`src/rtl/imem_loader.sv`:
```
// Byte-stream loader for the instruction memory: parses a length-prefixed, XOR-checksummed
// frame, emits one 32-bit imem write per four data bytes and releases the core only when the image checks out.
module imem_loader #(
    parameter int          DEPTH_WORDS = 1024,
    parameter logic [31:0] BASE_ADDR   = 32'h0000_0000
) (
    input  logic        clk,
    input  logic        rst,
    input  logic        start,
    input  logic        in_valid,
    input  logic [7:0]  in_data,
    output logic        in_ready,
    output logic        wr_en,
    output logic [31:0] wr_addr,
    output logic [31:0] wr_data,
    output logic        core_rst,
    output logic        done,
    output logic        error,
    output logic [15:0] word_cnt
);

    typedef enum logic [2:0] {IDLE, LEN0, LEN1, DATA, CSUM, DONE, ERROR} state_t;

    state_t      state, state_nxt;
    logic [7:0]  len_lo;
    logic [15:0] len;
    logic [15:0] len_full;
    logic [23:0] lane;
    logic [1:0]  byte_idx;
    logic [7:0]  csum;
    logic        xfer;
    logic        restart;
    logic        len_big;

    assign xfer     = in_valid & in_ready;
    assign restart  = start & ((state == IDLE) | (state == DONE) | (state == ERROR));
    assign len_full = {in_data, len_lo};
    assign len_big  = {16'h0000, len_full} > $unsigned(DEPTH_WORDS);

    always_ff @(posedge clk) begin
        if (!rst) state <= IDLE;
        else      state <= state_nxt;
    end

    always_comb begin
        state_nxt = state;
        case (state)
            IDLE, DONE, ERROR: if (start) state_nxt = LEN0;
            LEN0: if (xfer) state_nxt = LEN1;
            LEN1: begin
                if (xfer) begin
                    if (len_big)              state_nxt = ERROR;
                    else if (len_full == '0)  state_nxt = CSUM;
                    else                      state_nxt = DATA;
                end
            end
            // The last byte of word N-1 moves on; its write lands during the first CSUM cycle.
            DATA: if (xfer && byte_idx == 2'd3 && (word_cnt + 16'd1) == len) state_nxt = CSUM;
            CSUM: if (xfer) state_nxt = (in_data == csum) ? DONE : ERROR;
            default: state_nxt = IDLE;
        endcase
    end

    always_comb begin
        in_ready = 1'b0;
        core_rst = 1'b0;
        done     = 1'b0;
        error    = 1'b0;
        case (state)
            LEN0, LEN1, DATA, CSUM: in_ready = 1'b1;
            DONE: begin
                core_rst = 1'b1;
                done     = 1'b1;
            end
            ERROR: error = 1'b1;
            default: ;
        endcase
    end

    always_ff @(posedge clk) begin
        if (!rst) begin
            len_lo   <= '0;
            len      <= '0;
            lane     <= '0;
            byte_idx <= '0;
            csum     <= '0;
            word_cnt <= '0;
            wr_en    <= 1'b0;
            wr_addr  <= '0;
            wr_data  <= '0;
        end else begin
            wr_en <= 1'b0;
            if (restart) begin
                len_lo   <= '0;
                len      <= '0;
                lane     <= '0;
                byte_idx <= '0;
                csum     <= '0;
                word_cnt <= '0;
            end
            case (state)
                LEN0: if (xfer) len_lo <= in_data;
                LEN1: if (xfer) len <= len_full;
                DATA: begin
                    if (xfer) begin
                        // Lane shifts right so byte 0 ends up in bits 7:0 once byte 3 arrives.
                        lane     <= {in_data, lane[23:8]};
                        csum     <= csum ^ in_data;
                        byte_idx <= byte_idx + 2'd1;
                        if (byte_idx == 2'd3) begin
                            wr_en    <= 1'b1;
                            wr_data  <= {in_data, lane};
                            wr_addr  <= BASE_ADDR + {14'd0, word_cnt, 2'b00};
                            word_cnt <= word_cnt + 16'd1;
                        end
                    end
                end
                default: ;
            endcase
        end
    end

endmodule

```
`config.mk`:
```
export PLATFORM = sky130hd
export DESIGN_NAME = imem_loader
export DESIGN_NICKNAME = d
export VERILOG_FILES = /design/src/rtl/imem_loader.sv
export SDC_FILE = /design/constraint.sdc
export NUM_CORES = 1
export LEC_CHECK = 0
export ABC_AREA = 1
export ABC_CLOCK_PERIOD_IN_PS = 3000
export BUFFER_PORTS_ARGS = -buffer_cell sky130_fd_sc_hd__clkbuf_2
export CAP_MARGIN = 20
export CORE_MARGIN = 2
export CORE_UTILIZATION = 60
export CTS_CLUSTER_SIZE = 25
export DETAILED_ROUTE_END_ITERATION = 6
export PLACE_DENSITY = 0.84
export SLEW_MARGIN = 20
export SYNTH_ARGS = -nofsm -noshare
export SYNTH_HDL_FRONTEND = slang
export SYNTH_SLANG_ARGS = --single-unit
```
`constraint.sdc`:
```
create_clock -name clk -period 3 [get_ports clk]
set_input_delay 0.75 -clock clk [delete_from_list [all_inputs] [get_ports clk]]
set_output_delay 0.75 -clock clk [all_outputs]
set_load 0.005 [all_outputs]
```
======== Word-level counts from Yosys, hierarchy flattened ========
Cells that the tools add are included.
cells by class
  multiplexer cells ....................... 32
  add/sub/neg operators ................... 2
  reduce and logical (&&, ||, !) cells .... 9
  order comparisons ....................... 1
  bitwise logic cells ..................... 5
  equality and inequality tests ........... 14
operators by type and width
  kind                   number
  $mux 16                7
  $mux 24                3
  $mux 8                 6
  $mux 3                 7
  $add 16x1->16 const B  1
  $eq 16x16->1           1
  $gt 16x11->1 const B   1
  $logic_not 16->1       1
  $pmux 3 s5             1
  $ne 2x2->1 const B     5
  $eq 3x3->1 const B     3
  $eq 8x8->1             1
  $mux 2                 4
  $xor 8x8->8            1
  $eq 3x2->1 const B     2
  $reduce_and 3->1       2
  $reduce_and 5->1       1
  $mux 1                 4
  $reduce_or 4->1        1
  $eq 3x1->1 const B     1
  $logic_not 3->1        1
  $reduce_or 3->1        1
  $add 2x1->2 const B    1
  $and 1x1->1            2
  3 further kinds        5
word-level totals
  output and inout bits ................... 85
  bits of input ports ..................... 12
  register bits after elaboration ......... 126
  word-level logic and storage cells ...... 73

======== Longest topological paths before layout ========
Gate-level depths: netlist of run 1.
  depth in word-level cells ............... 8
  mapped depth ............................ 15
  gate-level depth less buffers ........... 15

======== Least setup slack after synthesis of run 1 ========
Ideal clock, no wire load.
  path type ............................... register -> register
  start point ............................. register word_cnt[0]
  end point ............................... register state[1]
  data arrival time ....................... 1.701 ns
  buffers on the path ..................... 0
  data required time ...................... 2.885 ns
  setup slack ............................. 1.184 ns
  setup time .............................. 0.115 ns
  period minus slack after synthesis ...... 1.816 ns
  stages on the path, launching flop included .. 15
  path through ............................ dfxtp_1 ha_1 nand2_1 nor2_4 nand2_1 nand2_1 nand3_1 nand2_1 nand2_1 inv_2 nand2_1 nor2_1 nand3_2 a21oi_1 nor2_1
between the ends
  cells in the longest elaborated chain, start to end .. 5
ends and longest elaborated chain
  what                               line  source
  from (decl)                        19    output logic [15:0] word_cnt
  from (signal assigned)             114   word_cnt <= word_cnt + 16'd1;
  $add 16x1->16                      58    DATA: if (xfer && byte_idx == 2'd3 && (word_cnt + 16'd1) == len) state_nxt = CSUM;
  $eq 16x16->1                       58
  $logic_and 1x1->1                  58
  $ne 2x2->1 (no source line)        -
  $reduce_and 5->1 (no source line)  -
  to (signal assigned)               42    else state <= state_nxt;
  to (decl)                          24    state_t state, state_nxt;
Every way passes these cells.
A chain may end at the register's enable or synchronous reset.

======== Worst setup path in the final report of run 1 ========
  start point ............................. register state[0]
  end point ............................... output in_ready
between the ends
  cells in the longest elaborated chain, start to end .. 3
  elaborated cells on any way between the ends .. 6
  those cells by class .................... eq/ne (4); mux (1); reduce/logical (1)
ends and longest elaborated chain
  what                                      line  source
  $eq 3x2->1, or another cell as far along  69    case (state)
  $reduce_or 4->1 *                         69
  $mux 1 *                                  69
  to (decl)                                 12    output logic in_ready,
Every way passes the cells marked *; elsewhere a longest branch is shown, timed or not.

==> impl_metrics.json, run 1 <==
{
  "fill_cells": 715,
  "start_util_pct": 61.6,
  "clk_pin_slew_ns": 0.06,
  "worstMarginPinSlew_ns": 0.878,
  "critPathRequiredTime_ns": 2.25,
  "clk-insertion-delay-late_ns": 0.52,
  "grt_pass1_vias": 5031,
  "root_buffer": "clkbuf_8",
  "p_comb_share_pct": 15.6,
  "die_height_um": 101,
  "hold_viol": 0,
  "regArea_um2": 2520,
  "h-tree-depth": 4,
  "cts.sinks": 126,
  "synth.largest_area_cell": "dfxtp_1",
  "grt_pass1_wl_um": 23100,
  "area_delta_synth_final_pct": 16.2,
  "wl_um": 14100,
  "num_rows": 35,
  "reg2reg_slack_ns": 0.75,
  "crit_path_max_fanout": 5,
  "p_leak_nw": 2.82,
  "finalMaxSlewViolations": 0,
  "port_buffers": 80,
  "hpwlAfterDp_um": 9630,
  "dominantRegCellSynth": "dfxtp_1",
  "post-place-cells": 923,
  "ios": 97,
  "stdcell_area_um2": 6620,
  "finalNonFillerCells": 955,
  "p_sw_mw": 1.37,
  "startpoint_type": "flip-flop",
  "pwr-share-seq_pct": 42.0,
  "routedWlPerCell_um": 14.8,
  "postSynth.asyncResetShare_pct": 0,
  "crit_type": "reg2out",
  "final_cell_mix": "nand2_1 (142), dfxtp_1 (126), nand3_1 (114), clkbuf_2 (80), inv_1 (65)",
  "fp.dieW_um": 101,
  "max-slew-margin-rel_pct": 41.3,
  "via_count": 5424,
  "yosysWarningCount": 0,
  "grt_overflow": 0,
  "ant_nets": 0,
  "synth_area_per_cell_um2": 7.63,
  "grt_max_degree": 80,
  "cts_buffers": 17,
  "track_usage_pct": 28.3,
  "rsz0062_at_grt": "false",
  "netlist_top_cells_area": "dfxtp_1 (44%), nand3_1 (10%), nand2_1 (9.4%)",
  "firstDrtPassIters": 6,
  "tns_ns": 0,
  "viasPerCell": 5.68,
  "dieArea_um2": 10300,
  "hp-class": "reg2reg",
  "ctsResizeCount": 0,
  "drv_cap": 0,
  "postCtsSetupBuffers": 0,
  "total_power_mw": 4.38,
  "crit_arrival_ns": 1.59,
  "postCtsHoldBufs": 0,
  "coreArea_um2": 9240,
  "synth_edf_count": 0,
  "ir_drop_mv": 0.432,
  "antenna_found_initial": 0,
  "synth_cells": 746,
  "setup_viol_count_final": 0,
  "nets": 827,
  "period_share_pct": 78.2,
  "fin_worst_skew_ns": 0.00679,
  "ys_ff_latch": 126,
  "seq_area_frac_synth_pct": 44.3,
  "p_per_area_nw_per_um2": 662,
  "drive_gt1_share_pct": 20.2,
  "synth.distinct_cells": 36,
  "layout_commonest_cell": "nand2_1",
  "synth_area_um2": 5690,
  "synth_top_area_share_pct": 44.3,
  "first_iter_violations": 415,
  "clockBufferDepth": 2,
  "netSwitchingFraction_pct": 31.3,
  "gp_congestion": 1.00,
  "status": "completed",
  "multi_input_area_um2": 2640,
  "dpl-instance-area_um2": 6080,
  "max_freq_mhz": 426,
  "finalCriticalPeriod_ns": 2.34,
  "n_antenna_cell": 0,
  "cts_tree": "yes",
  "pwr-share-clk_pct": 42.5,
  "cp-end-kind": "output port",
  "internal-power_mw": 3.01,
  "drc_errors": 0
}
[stage by stage]
step	setup slack (ns)	utilization, %	hold slack [ns]
final	0.655	71.6	0.461
after global routing	0.519	71.6	0.472
after CTS	0.709	71.6	0.460
after detailed placement	0.660	65.8	0.450
after global placement	0.728	65.8	0.436
after floorplan	1.18	-	0.420
[layer usage]
layer | share of wire, % | track usage (%)
met2 | 48 | 46.2
met3 | 7.9 | 6.14
met1 | 42 | 35.3
met5 | 0 | 0
met4 | 2.6 | 14.2
[layout make-up]
cell class              instances  area share [%]
repair buffers                 88            6.96
clock inverters                15            1.89
inverters                      77            4.39
well taps                     129            2.44
multi-input cells             503            39.9
clock buffers                  17            6.26
flip-flops and latches        126            38.1
[logic make-up after synthesis]
group / Yosys count / synth area share [%]
simple gates: 319 / 26.7
flops: 126 / 44.3
xor+xnor: 15 / 3.06
other cells: 1 / 0.0659
compound gates: 151 / 15.1
fa+ha+maj: 2 / 0.440
buf+inv: 132 / 10.2
[cell usage after synthesis (all sizes together) (4+ instances only)]
library cell	instances
o21ai	78
nand2	149
inv	76
dfxtp	126
nor3	4
o22ai	6
nor2	33
xor2	11
o31ai	24
a21oi	41
buf	30
nand4	5
clkbuf	25
nand3b	7
nand3	119
[power groups by stage]
stage,combinational [mW],clock (mW),sequential (mW)
3_3_place_gp,0.628,0,1.87
6_report,0.682,1.86,1.84
4_1_cts,0.663,1.88,1.83
2_1_floorplan,0.519,0,1.85
3_5_place_dp,0.656,0,1.87
5_1_grt,0.762,1.94,1.85
[final timing paths]
| path | startpoint | end | depth (start not counted) |
|---|---|---|---|
| hold reg to reg | lane[2] | wr_data[2] | 2 |
| hold / removal | lane[2] | wr_data[2] | 2 |
| setup reg to reg | word_cnt[0] | state[1] | 14 |
| setup / recovery | state[0] | in_ready | 6 |
[worst max-delay path, stage by stage, from the launching register on]
cell and delay (ns):
dfxtp_1 0.44, inv_2 0.08, nand3_1 0.16, nand2_1 0.11, inv_1 0.07, nand2_1 0.09
clkbuf_2 0.13
[registers in the layout (all words and copies together) (netlist names)]
| signal | cells |
|---|---|
| wr_addr | 16 |
| len | 16 |
| word_cnt | 16 |
| byte_idx | 2 |
| lane | 24 |
| len_lo | 8 |
| csum | 8 |
| wr_data | 32 |
| state | 3 |
| wr_en | 1 |
Power figures use the tool's default switching activity.
==> run 2, diff against run 1 <==
Settings changed: ABC_CLOCK_PERIOD_IN_PS 3000 to 1900, CORE_UTILIZATION 60 to 51, PLACE_DENSITY 0.84 to 0.76.
Clock period 3 ns to 1.9 ns, I/O delays scaled along.
==> run 2 against run 1 <==
Register-to-register slack worse by 0.78 ns. Clock power is 70% higher. Design area is 7.2% higher. The run now ends with setup timing left. Flip-flop and latch count stayed put. Power is 68% higher. Setup slack worse by 0.68 ns. Non-clock buffer count is 27 higher. Highest routed layer unchanged. Utilization is 6.2 points lower. Critical path depth is 8 higher.
==> impl_metrics.json, run 2 (synthesis results as in run 1) <==
{
  "status": "finished with violations",
  "violations": "setup timing",
  "regArea_um2": 2540,
  "drv_cap": 0,
  "setup_ws_ns": -0.0289,
  "postCtsHoldBufs": 0,
  "p_per_area_nw_per_um2": 1040,
  "fill_cells": 871,
  "rsz0062_at_grt": "true",
  "gp_congestion": 0.902,
  "cts.sinks": 126,
  "setup_viol_count_final": 2,
  "cp-end-kind": "flip-flop",
  "viasPerCell": 5.48,
  "ios": 97,
  "hold_ws_ns": 0.337,
  "period_share_pct": 102,
  "drive_gt1_share_pct": 26.0,
  "grt_max_degree": 80,
  "total_power_mw": 7.38,
  "hp-class": "in2reg",
  "routedWlPerCell_um": 15.0,
  "layout_commonest_cell": "nand2_1",
  "met1_length_um": 6410,
  "reg2reg_slack_ns": -0.03,
  "clk-insertion-delay-late_ns": 0.53,
  "grt_pass1_wl_um": 23200,
  "largestRegisters": "wr_data x32, lane x24",
  "root_buffer": "clkbuf_8",
  "cts_tree": "yes",
  "r2r-start": "word_cnt[1]",
  "ant_nets": 0,
  "max_freq_mhz": 518,
  "first_iter_violations": 504,
  "p_sw_mw": 2.19,
  "pwr-share-seq_pct": 39.9,
  "die_height_um": 110,
  "via_count": 5445,
  "cp-startpoint": "word_cnt[1]",
  "dp_slack_ns": -0.0116,
  "coreArea_um2": 10800,
  "antenna_found_initial": 0,
  "cts_buffers": 17,
  "setup.worst_path.end": "state[1]",
  "n_antenna_cell": 0,
  "firstDrtPassIters": 5,
  "pwr-share-clk_pct": 42.8,
  "num_rows": 38,
  "crit_type": "reg2reg",
  "r2r_cells": 14,
  "startpoint_type": "flip-flop",
  "netSwitchingFraction_pct": 29.7,
  "grt_overflow": 0,
  "nets": 854,
  "met2WireLength_um": 7260,
  "port_buffers": 80,
  "track_usage_pct": 24.8,
  "area_delta_synth_final_pct": 24.6,
  "wl_met3_um": 923,
  "timing.rr.end": "state[1]",
  "top_layer_used": "met4",
  "final_cell_mix": "nand2_1 (137), dfxtp_1 (116), nand3_1 (106), clkbuf_2 (80), inv_1 (64)",
  "start_util_pct": 52.5,
  "p_leak_nw": 3.07,
  "grt_pass1_vias": 4878,
  "critPathRequiredTime_ns": 2.36,
  "finalCriticalPeriod_ns": 1.93,
  "dieArea_um2": 12000,
  "crit_path_max_fanout": 4,
  "ir_drop_mv": 0.673,
  "clockBufferDepth": 2,
  "hold_viol": 0,
  "largest_reg_flops": 32,
  "hpwlAfterDp_um": 10000,
  "regMostFlops": "wr_data",
  "p_comb_share_pct": 17.2,
  "finalMaxSlewViolations": 0,
  "h-tree-depth": 4,
  "internal-power_mw": 5.19,
  "clk_pin_slew_ns": 0.06,
  "fp.dieW_um": 110,
  "wl_um": 14900,
  "multi_input_area_um2": 2780,
  "crit_arrival_ns": 2.39,
  "fin_worst_skew_ns": 0.00734,
  "drc_errors": 0
}
==> run 2: changes by cell type in the layout (fill, tap and decap cells not counted), sizes merged <==
cell	change
buf	+27
inv	-7
clkinv	+5
clkbuf	+3
clkinvlp	-3
bufinv	+2
==> run 2: cell type report <==
| cell class | count | share of cell area [%] |
|---|---|---|
| Timing Repair Buffer | 115 | 9.99 |
| Multi-Input combinational cell | 503 | 39.2 |
| Clock buffer | 20 | 6.28 |
| Clock inverter | 12 | 1.92 |
| Sequential cell | 126 | 35.9 |
| Tap cell | 140 | 2.47 |
| Inverter | 77 | 4.20 |
==> run 2: routing by layer <==
| layer | track usage (%) | up-vias |
|---|---|---|
| li1 | - | 2663 |
| met1 | 31.7 | 2544 |
| met2 | 40.5 | 206 |
| met3 | 5.81 | 32 |
| met4 | 10.1 | 0 |
| met5 | 0 | - |
==> run 2: power by group through the flow <==
stage / logic (mW) / registers [mW] / clock network (mW)
finish: 1.27 / 2.95 / 3.16
global route: 1.40 / 2.96 / 3.32
CTS: 1.13 / 2.94 / 3.20
detailed placement: 1.05 / 2.96 / 0
global placement: 1.02 / 2.95 / 0
floorplan: 0.820 / 2.92 / 0
==> run 2: through the flow <==
step           setup TNS (ns)  cells  util, %  cell area (µm²)
2_1_floorplan               0    761        -             5750
3_3_place_gp                0    949     57.6             6240
5_1_grt                -0.428    993     65.4             7090
4_1_cts                     0    985     63.8             6920
6_report              -0.0359    993     65.4             7090
3_5_place_dp          -0.0116    949     57.6             6240
==> run 2: worst min path at each step <==
| stage | start | to | slack, ns | cells past startpoint |
|---|---|---|---|---|
| 6_report | in_data[1] | wr_data[25] | 0.34 | 3 |
| 5_1_grt | in_data[6] | len_lo[6] | 0.33 | 3 |
| 4_1_cts | in_data[1] | wr_data[25] | 0.30 | 3 |
| 3_5_place_dp | lane[3] | wr_data[3] | 0.44 | 2 |
| 3_3_place_gp | lane[3] | wr_data[3] | 0.43 | 2 |
| 2_1_floorplan | lane[0] | wr_data[0] | 0.42 | 2 |
==> run 2: critical path, stage by stage, from the launching register on <==
cell and delay (ns):
dfxtp_4 0.36, buf_6 0.11, nand2_1 0.08, nor2_4 0.19, buf_4 0.14, nand3_1 0.07
nand3_1 0.09, nand2_1 0.08, nor2_1 0.15, nand3_2 0.11, nor2_4 0.11, nand3_4 0.12
nand3_2 0.09, nand2_1 0.06, nor2_1 0.10
==> run 2: repair_timing <==
item,CTS,global route
setup endpoints to repair,3,4
buffers inserted,4,8
pin swaps,4,17
resized for setup,22,27
==> run 3, diff against run 2 <==
Settings changed: REMOVE_ABC_BUFFERS set to 1, SLEW_MARGIN 20 to unset.
==> run 3 against run 2 <==
The run still ends with setup timing left. Wire length is 4.2% higher. Clock power is 5% higher. Critical path type unchanged. Critical endpoint unchanged. Count of clock-buffer cells in the layout is 1 higher. Via count is 0.83% higher.
==> impl_metrics.json, run 3 (synthesis results as in run 1) <==
{
  "status": "finished with violations",
  "violations": "setup timing",
  "largest_reg_flops": 32,
  "antenna_found_initial": 0,
  "h-tree-depth": 4,
  "finalCriticalPeriod_ns": 1.95,
  "area_delta_synth_final_pct": 25.0,
  "final_cell_mix": "nand2_1 (130), dfxtp_1 (117), nand3_1 (103), clkbuf_2 (80), inv_1 (65)",
  "coreArea_um2": 10800,
  "clockBufferDepth": 2,
  "period_share_pct": 103,
  "met2WireLength_um": 7940,
  "rsz0062_at_grt": "true",
  "n_antenna_cell": 0,
  "drv_cap": 0,
  "dieArea_um2": 12000,
  "cts_tree": "yes",
  "ios": 97,
  "grt_pass1_wl_um": 23700,
  "p_leak_nw": 3.03,
  "wl_um": 15500,
  "total_power_mw": 7.51,
  "setup.worst_path.end": "state[1]",
  "clk_pin_slew_ns": 0.06,
  "cts.sinks": 126,
  "ant_nets": 0,
  "cts_buffers": 17,
  "firstDrtPassIters": 6,
  "grt_overflow": 0,
  "grt_max_degree": 80,
  "timing.rr.end": "state[1]",
  "met1_length_um": 6250,
  "finalMaxSlewViolations": 0,
  "top_layer_used": "met4",
  "hold_viol": 0,
  "fp.dieW_um": 110,
  "cp-end-kind": "flip-flop",
  "port_buffers": 80,
  "critPathRequiredTime_ns": 2.32,
  "first_iter_violations": 393,
  "regArea_um2": 2550,
  "r2r_cells": 12,
  "root_buffer": "clkbuf_8",
  "clk-insertion-delay-late_ns": 0.53,
  "die_height_um": 110,
  "ir_drop_mv": 0.706,
  "reg2reg_slack_ns": -0.05,
  "layout_commonest_cell": "nand2_1",
  "start_util_pct": 52.5,
  "nets": 849,
  "fin_worst_skew_ns": 0.00909,
  "multi_input_area_um2": 2820,
  "crit_type": "reg2reg",
  "p_per_area_nw_per_um2": 1060,
  "max_freq_mhz": 513,
  "hpwlAfterDp_um": 9770,
  "setup_viol_count_final": 2,
  "regMostFlops": "wr_data",
  "crit_path_max_fanout": 5,
  "fill_cells": 929,
  "hp-class": "in2reg",
  "crit_arrival_ns": 2.37,
  "startpoint_type": "flip-flop",
  "r2r-start": "word_cnt[0]",
  "viasPerCell": 5.56,
  "routedWlPerCell_um": 15.7,
  "via_count": 5490,
  "track_usage_pct": 25.6,
  "drc_errors": 0,
  "cp-startpoint": "word_cnt[0]",
  "setup_ws_ns": -0.0506,
  "num_rows": 38,
  "gp_congestion": 0.883,
  "largestRegisters": "wr_data x32, lane x24",
  "grt_pass1_vias": 5009,
  "wl_met3_um": 1000,
  "hold_ws_ns": 0.313,
  "drive_gt1_share_pct": 26.9,
  "worstMarginPinSlew_ns": 0.770,
  "max-slew-margin-rel_pct": 48.7
}
[run 3: changes by cell type in the layout (fill, tap and decap cells not counted), moves of 3 or more]
cell | previous run | this run
buf_4 | 30 | 25
clkinv_2 | 4 | 1
clkinv_4 | 5 | 2
clkinvlp_4 | 0 | 4
inv_2 | 10 | 6
inv_4 | 1 | 5
nand2_1 | 137 | 130
nand2_2 | 9 | 15
nand3_1 | 106 | 103
nand3_2 | 9 | 13
[run 3: critical path, stage by stage, from the launching register on]
cell and delay (ns):
dfxtp_4 0.37, ha_4 0.17, nand3_4 0.10, nor2_4 0.17, nand2_1 0.10, nand3_1 0.12, nand2_1 0.07, nor2_1 0.12
nand3_2 0.13, nor2_4 0.14, nand3_4 0.12, a21oi_2 0.17, nor2_1 0.06
[run 3: per-stage QoR]
step           utilization (%)  cells  instance area, µm²  TNS [ns]  setup WS, ns
5_1_grt                   65.6    988                7110    -0.365        -0.145
3_5_place_dp              57.3    949                6210    -0.475        -0.128
4_1_cts                   63.9    984                6920         0       0.00329
3_3_place_gp              57.3    949                6210    -0.206       -0.0521
6_report                  65.6    988                7110   -0.0657       -0.0506
2_1_floorplan                -    706                5450     -5.21        -0.177
[run 3: power by group]
group / internal (mW) / leakage [nW] / switching [mW] / total (mW)
sequential: 2.79 / 1.02 / 0.154 / 2.94
clock: 2.11 / 0.287 / 1.20 / 3.31
combinational: 0.426 / 1.72 / 0.824 / 1.25
total: 5.33 / 3.03 / 2.18 / 7.51
[run 3: area by class of cell]
type / count / area share, %
clock buffer: 21 / 6.45
tap: 140 / 2.46
timing repair buffer: 110 / 9.18
sequential: 126 / 35.8
inverter: 77 / 4.26
multi-input combinational: 503 / 39.7
clock inverter: 11 / 2.18
[run 3: how the worst min path moves through the flow]
| stage | startpoint | end | slack [ns] | cells past startpoint |
|---|---|---|---|---|
| floorplan | lane[0] | wr_data[0] | 0.42 | 2 |
| global placement | lane[7] | wr_data[7] | 0.43 | 2 |
| detailed placement | lane[0] | wr_data[0] | 0.44 | 2 |
| CTS | in_data[4] | wr_data[28] | 0.30 | 3 |
| global route | in_data[4] | wr_data[28] | 0.30 | 3 |
| finish | in_data[5] | wr_data[29] | 0.31 | 3 |
[run 3: timing repair]
item,CTS,global route
endpoints found under the setup margin,5,11
gates resized for setup,22,45
hold buffers,0,0
setup buffers,3,4
pin swaps,7,25
[run 3: per-layer routing]
| layer | GRT usage [%] | vias to the layer above |
|---|---|---|
| li1 | - | 2638 |
| met3 | 6.22 | 35 |
| met2 | 43.7 | 224 |
| met4 | 10.2 | 0 |
| met5 | 0 | - |
| met1 | 31.0 | 2593 |
